==> src/rtl/double_saturation_clip.sv <==
// Symmetric two-sided clamp for a signed sample stream.
// The input is limited to [-MAX_VAL, +MAX_VAL] and registered once.
// Two flags report which rail was hit on that sample, for overflow monitoring.
module double_saturation_clip #(
  parameter int DATA_WIDTH = 8,
  parameter int MAX_VAL    = 15
) (
  input  logic                         clk,
  input  logic                         rst,
  input  logic signed [DATA_WIDTH-1:0] din,
  output logic signed [DATA_WIDTH-1:0] dout,
  output logic                         sat_pos,
  output logic                         sat_neg
);

  // The compare runs one bit wider than the data, so both rails and the most
  // negative input code are representable without overflow or wrap.
  localparam int EXT_W = DATA_WIDTH + 1;
  localparam int MAX_LEGAL = (2 ** (DATA_WIDTH - 1)) - 1;

  localparam logic signed [EXT_W-1:0] RAIL_POS = $signed(EXT_W'(MAX_VAL));
  localparam logic signed [EXT_W-1:0] RAIL_NEG = -RAIL_POS;

  // A rail outside the signed range of the data cannot be represented on
  // dout, so such a configuration is rejected at elaboration.
  if (MAX_VAL < 0 || MAX_VAL > MAX_LEGAL) begin : g_bad_max_val
    $error("double_saturation_clip: MAX_VAL=%0d outside 0..%0d for DATA_WIDTH=%0d",
           MAX_VAL, MAX_LEGAL, DATA_WIDTH);
  end

  // Sign-extend a data-width sample into the compare width.
  function automatic logic signed [EXT_W-1:0] sign_extend(
    input logic signed [DATA_WIDTH-1:0] x
  );
    return {x[DATA_WIDTH-1], x};
  endfunction

  // Saturate a compare-width value onto the rails and narrow it back to the
  // data width; inside the rails the low bits are the original sample.
  function automatic logic signed [DATA_WIDTH-1:0] saturate(
    input logic signed [EXT_W-1:0] x
  );
    logic signed [EXT_W-1:0] y;
    if (x > RAIL_POS) begin
      y = RAIL_POS;
    end else if (x < RAIL_NEG) begin
      y = RAIL_NEG;
    end else begin
      y = x;
    end
    return y[DATA_WIDTH-1:0];
  endfunction

  logic signed [EXT_W-1:0]      din_ext_p0;
  logic                         above_p0;
  logic                         below_p0;
  logic signed [DATA_WIDTH-1:0] clip_p0;

  logic signed [DATA_WIDTH-1:0] dout_p1;
  logic                         sat_pos_p1;
  logic                         sat_neg_p1;

  // Stage p0: combinational rail compare and clamp of the incoming sample.
  always_comb begin
    din_ext_p0 = sign_extend(din);
    above_p0   = (din_ext_p0 > RAIL_POS);
    below_p0   = (din_ext_p0 < RAIL_NEG);
    clip_p0    = saturate(din_ext_p0);
  end

  // Stage p1: single output register; reset forces a zero sample, no flags.
  always_ff @(posedge clk) begin
    if (rst) begin
      dout_p1    <= '0;
      sat_pos_p1 <= 1'b0;
      sat_neg_p1 <= 1'b0;
    end else begin
      dout_p1    <= clip_p0;
      sat_pos_p1 <= above_p0;
      sat_neg_p1 <= below_p0;
    end
  end

  assign dout    = dout_p1;
  assign sat_pos = sat_pos_p1;
  assign sat_neg = sat_neg_p1;

endmodule

==> config.mk <==
export PLATFORM = sky130hd
export DESIGN_NAME = double_saturation_clip
export DESIGN_NICKNAME = d
export VERILOG_FILES = /design/src/rtl/double_saturation_clip.sv
export SDC_FILE = /design/constraint.sdc
export NUM_CORES = 1
export LEC_CHECK = 0
export CAP_MARGIN = 20
export CORE_AREA = 2 2 39 41
export DETAILED_ROUTE_END_ITERATION = 7
export DIE_AREA = 0 0 41 43
export GPL_ROUTABILITY_DRIVEN = 1
export PLACE_DENSITY = 0.62
export SLEW_MARGIN = 5
export SYNTH_ARGS = -nofsm -noshare
export SYNTH_HDL_FRONTEND = slang
export SYNTH_SLANG_ARGS = --single-unit
==> constraint.sdc <==
create_clock -name clk -period 2.6 [get_ports clk]
set_input_delay 0.39 -clock clk [delete_from_list [all_inputs] [get_ports clk]]
set_output_delay 0.39 -clock clk [all_outputs]
set_load 0.05 [all_outputs]
==> metrics <==
post-route cell area 603 sq um; final non-filler cell total 69; Clk pin slew, worst setup/hold paths 60 ps; number of buffers inserted for hold repair after clock tree synthesis 0; total gr overflow 0; worst rel slew slack 0.669; clock tree root buffer cell clkbuf_4; # rows 14; Port-buffer cells 19; final count of hold timing violations 0; area added between synthesis and finish 69.1%; Detailed Routing Iterations Pass 1 2; routed wire length per instance 10.2 um; detailed-route DRC error count 0; GRT Overall Usage 0.0981; number of nets in the synthesized netlist 41; fraction of layout instances using a drive strength above 1 0.132; Num Clock Sinks 10; Startpoint Class input port; highest ir drop seen on vdd 0.224 mV; first-pass GRT wire length 1060 um; outcome completed; leakage component of the power 0.234 nW; power per cell area 668 mW/mm^2; critical hold path startpoint din[2]; final-report max-slew violation count 0; number of global-route vias before repair 283; Post-Place Setup Slack 535 ps; standard cell with the maximum stage delay on the critical path clkdlybuf4s50_1; count of final setup violators 0; capture endpoint of the worst hold path dout[2]; required time at the endpoint of the critical path 2800 ps; delay of the slowest cell on the worst path 580 ps; number of filler instances in the final layout 146; Bufs on Longest Clock Path 2; number of clock buffers inserted by TritonCTS 3; min setup slack post-route 812 ps; Final GP Congestion 0.727; number of flip-flops and latches in the synthesized netlist 10; CTS tree built; overall via count from detail_route 322; launching instance or port of the critical path din[7]; crit path DAT 1990 ps; cell area after placement 567 sq um; wirelength, routed 706 um; maximum fanout count along the critical path 7; sequential element share of the synthesized area 0.561; combined area of all synthesized cells 357 sq um; shortest period the worst path allows 1790 ps; most common cell after layout, fill and taps aside clkdlybuf4s50_1; quantity of gates resized following cts 0; initial antenna violation count 0; crit path cell chain clkdlybuf4s50_1 > and4_2 > o41ai_1 > ha_1 > nor2_1 > o2bb2ai_1; synth warn 0; Peak Freq 559 MHz; Post-Syn Area per Cell 11.9 sq um; critical path start-end classification in2reg; drt via density 4.67; cell total after placement 65; I/O pin count 20; Detailed Route Iter0 Violations 6; share of the clock period used by the worst path 0.688; die span in y 43 um; H-tree depth 1; overall power of the completed layout 0.403 mW; unrepaired setup endpoints after global routing false; post-route antenna net violation count 0; path category of the worst min-delay check in2reg; Core Region 0.00138 sq mm; largest net degree at the start of global routing 10; post-layout net count 65; count of distinct cell types in the synthesized netlist 13; endpoint class of the critical path flip-flop; Worst Hold Path Cells 2; synthesized netlist cell count 30; ant diodes 0; post-CTS setup repair buffer count 0; final setup TNS 0 ps; Initial Util 0.258; Worst Tran Pin Value 495 ps; maxcap violations 0; width of the chip 41 um; die footprint 0.00176 sq mm; highest-count cells in the layout ignoring fill and taps 19 x clkdlybuf4s50_1, 10 x dfxtp_1, 4 x nor2_1
stage by stage:
step	util	hold WS, ps
floorplan	-	462
global placement	0.410	1010
detailed placement	0.410	993
CTS	0.436	715
global route	0.436	741
finish	0.436	718
worst max path at each step:
stage                          to  slack [ps]
after floorplan           dout[1]        1190
after global placement    dout[1]         600
after detailed placement  dout[1]         540
after CTS                 dout[1]         800
after global routing      dout[1]         640
final                     dout[1]         810
Yosys cell counts:
cell	instances	share of area
dfxtp_1	10	0.56
nor2_1	4	0.042
o221a_1	3	0.095
o2bb2ai_1	3	0.074
inv_1	2	0.021
and4_2	1	0.028
ha_1	1	0.035
nor2b_1	1	0.018
nor3_4	1	0.046
o21a_1	1	0.021
o22ai_1	1	0.018
o41ai_1	1	0.025
or2_2	1	0.018
registers in the layout, indices dropped and copies added, names as in the netlist:
signal   cells
dout         8
sat_pos      1
sat_neg      1
cell type report:
cell class / instances / area (sq um) / share of cell area
sequential: 10 / 200 / 0.332
timing repair buffer: 19 / 190 / 0.315
clock buffer: 4 / 36.3 / 0.0602
tap: 16 / 20.0 / 0.0332
inverter: 2 / 7.51 / 0.0124
multi-input combinational: 18 / 149 / 0.247
worst max-delay path: cells and delay by family:
kind | cells | cell delay (ps)
adder cells (fa/ha/maj) | 1 | 350
AO/OA/AOI/OAI | 2 | 210
AND/OR/NAND/NOR | 2 | 460
buffers and inverters | 1 | 580
cells by family (layout without fill, tap and decap cells):
logic type / Yosys count / after routing / synth area share
adder cells (fa/ha/maj): 1 / 1 / 0.0351
AO/OA/AOI/OAI: 9 / 9 / 0.232
flip-flops: 10 / 10 / 0.561
buffers and inverters: 2 / 25 / 0.0211
AND/OR/NAND/NOR: 8 / 8 / 0.151
report_power, final:
group / internal [mW] / leakage, nW / switching [mW] / total, mW
sequential: 0.164 / 0.0834 / 0.00238 / 0.167
clock: 0.0851 / 0.0210 / 0.0525 / 0.138
combinational: 0.0392 / 0.129 / 0.0591 / 0.0983
per-layer routing:
metal  GRT usage  part of all wire
met5           0                 0
met4       0.140             0.062
met3      0.0209             0.078
met2       0.131              0.43
met1      0.0987              0.43
Power figures use the tool's default switching activity.
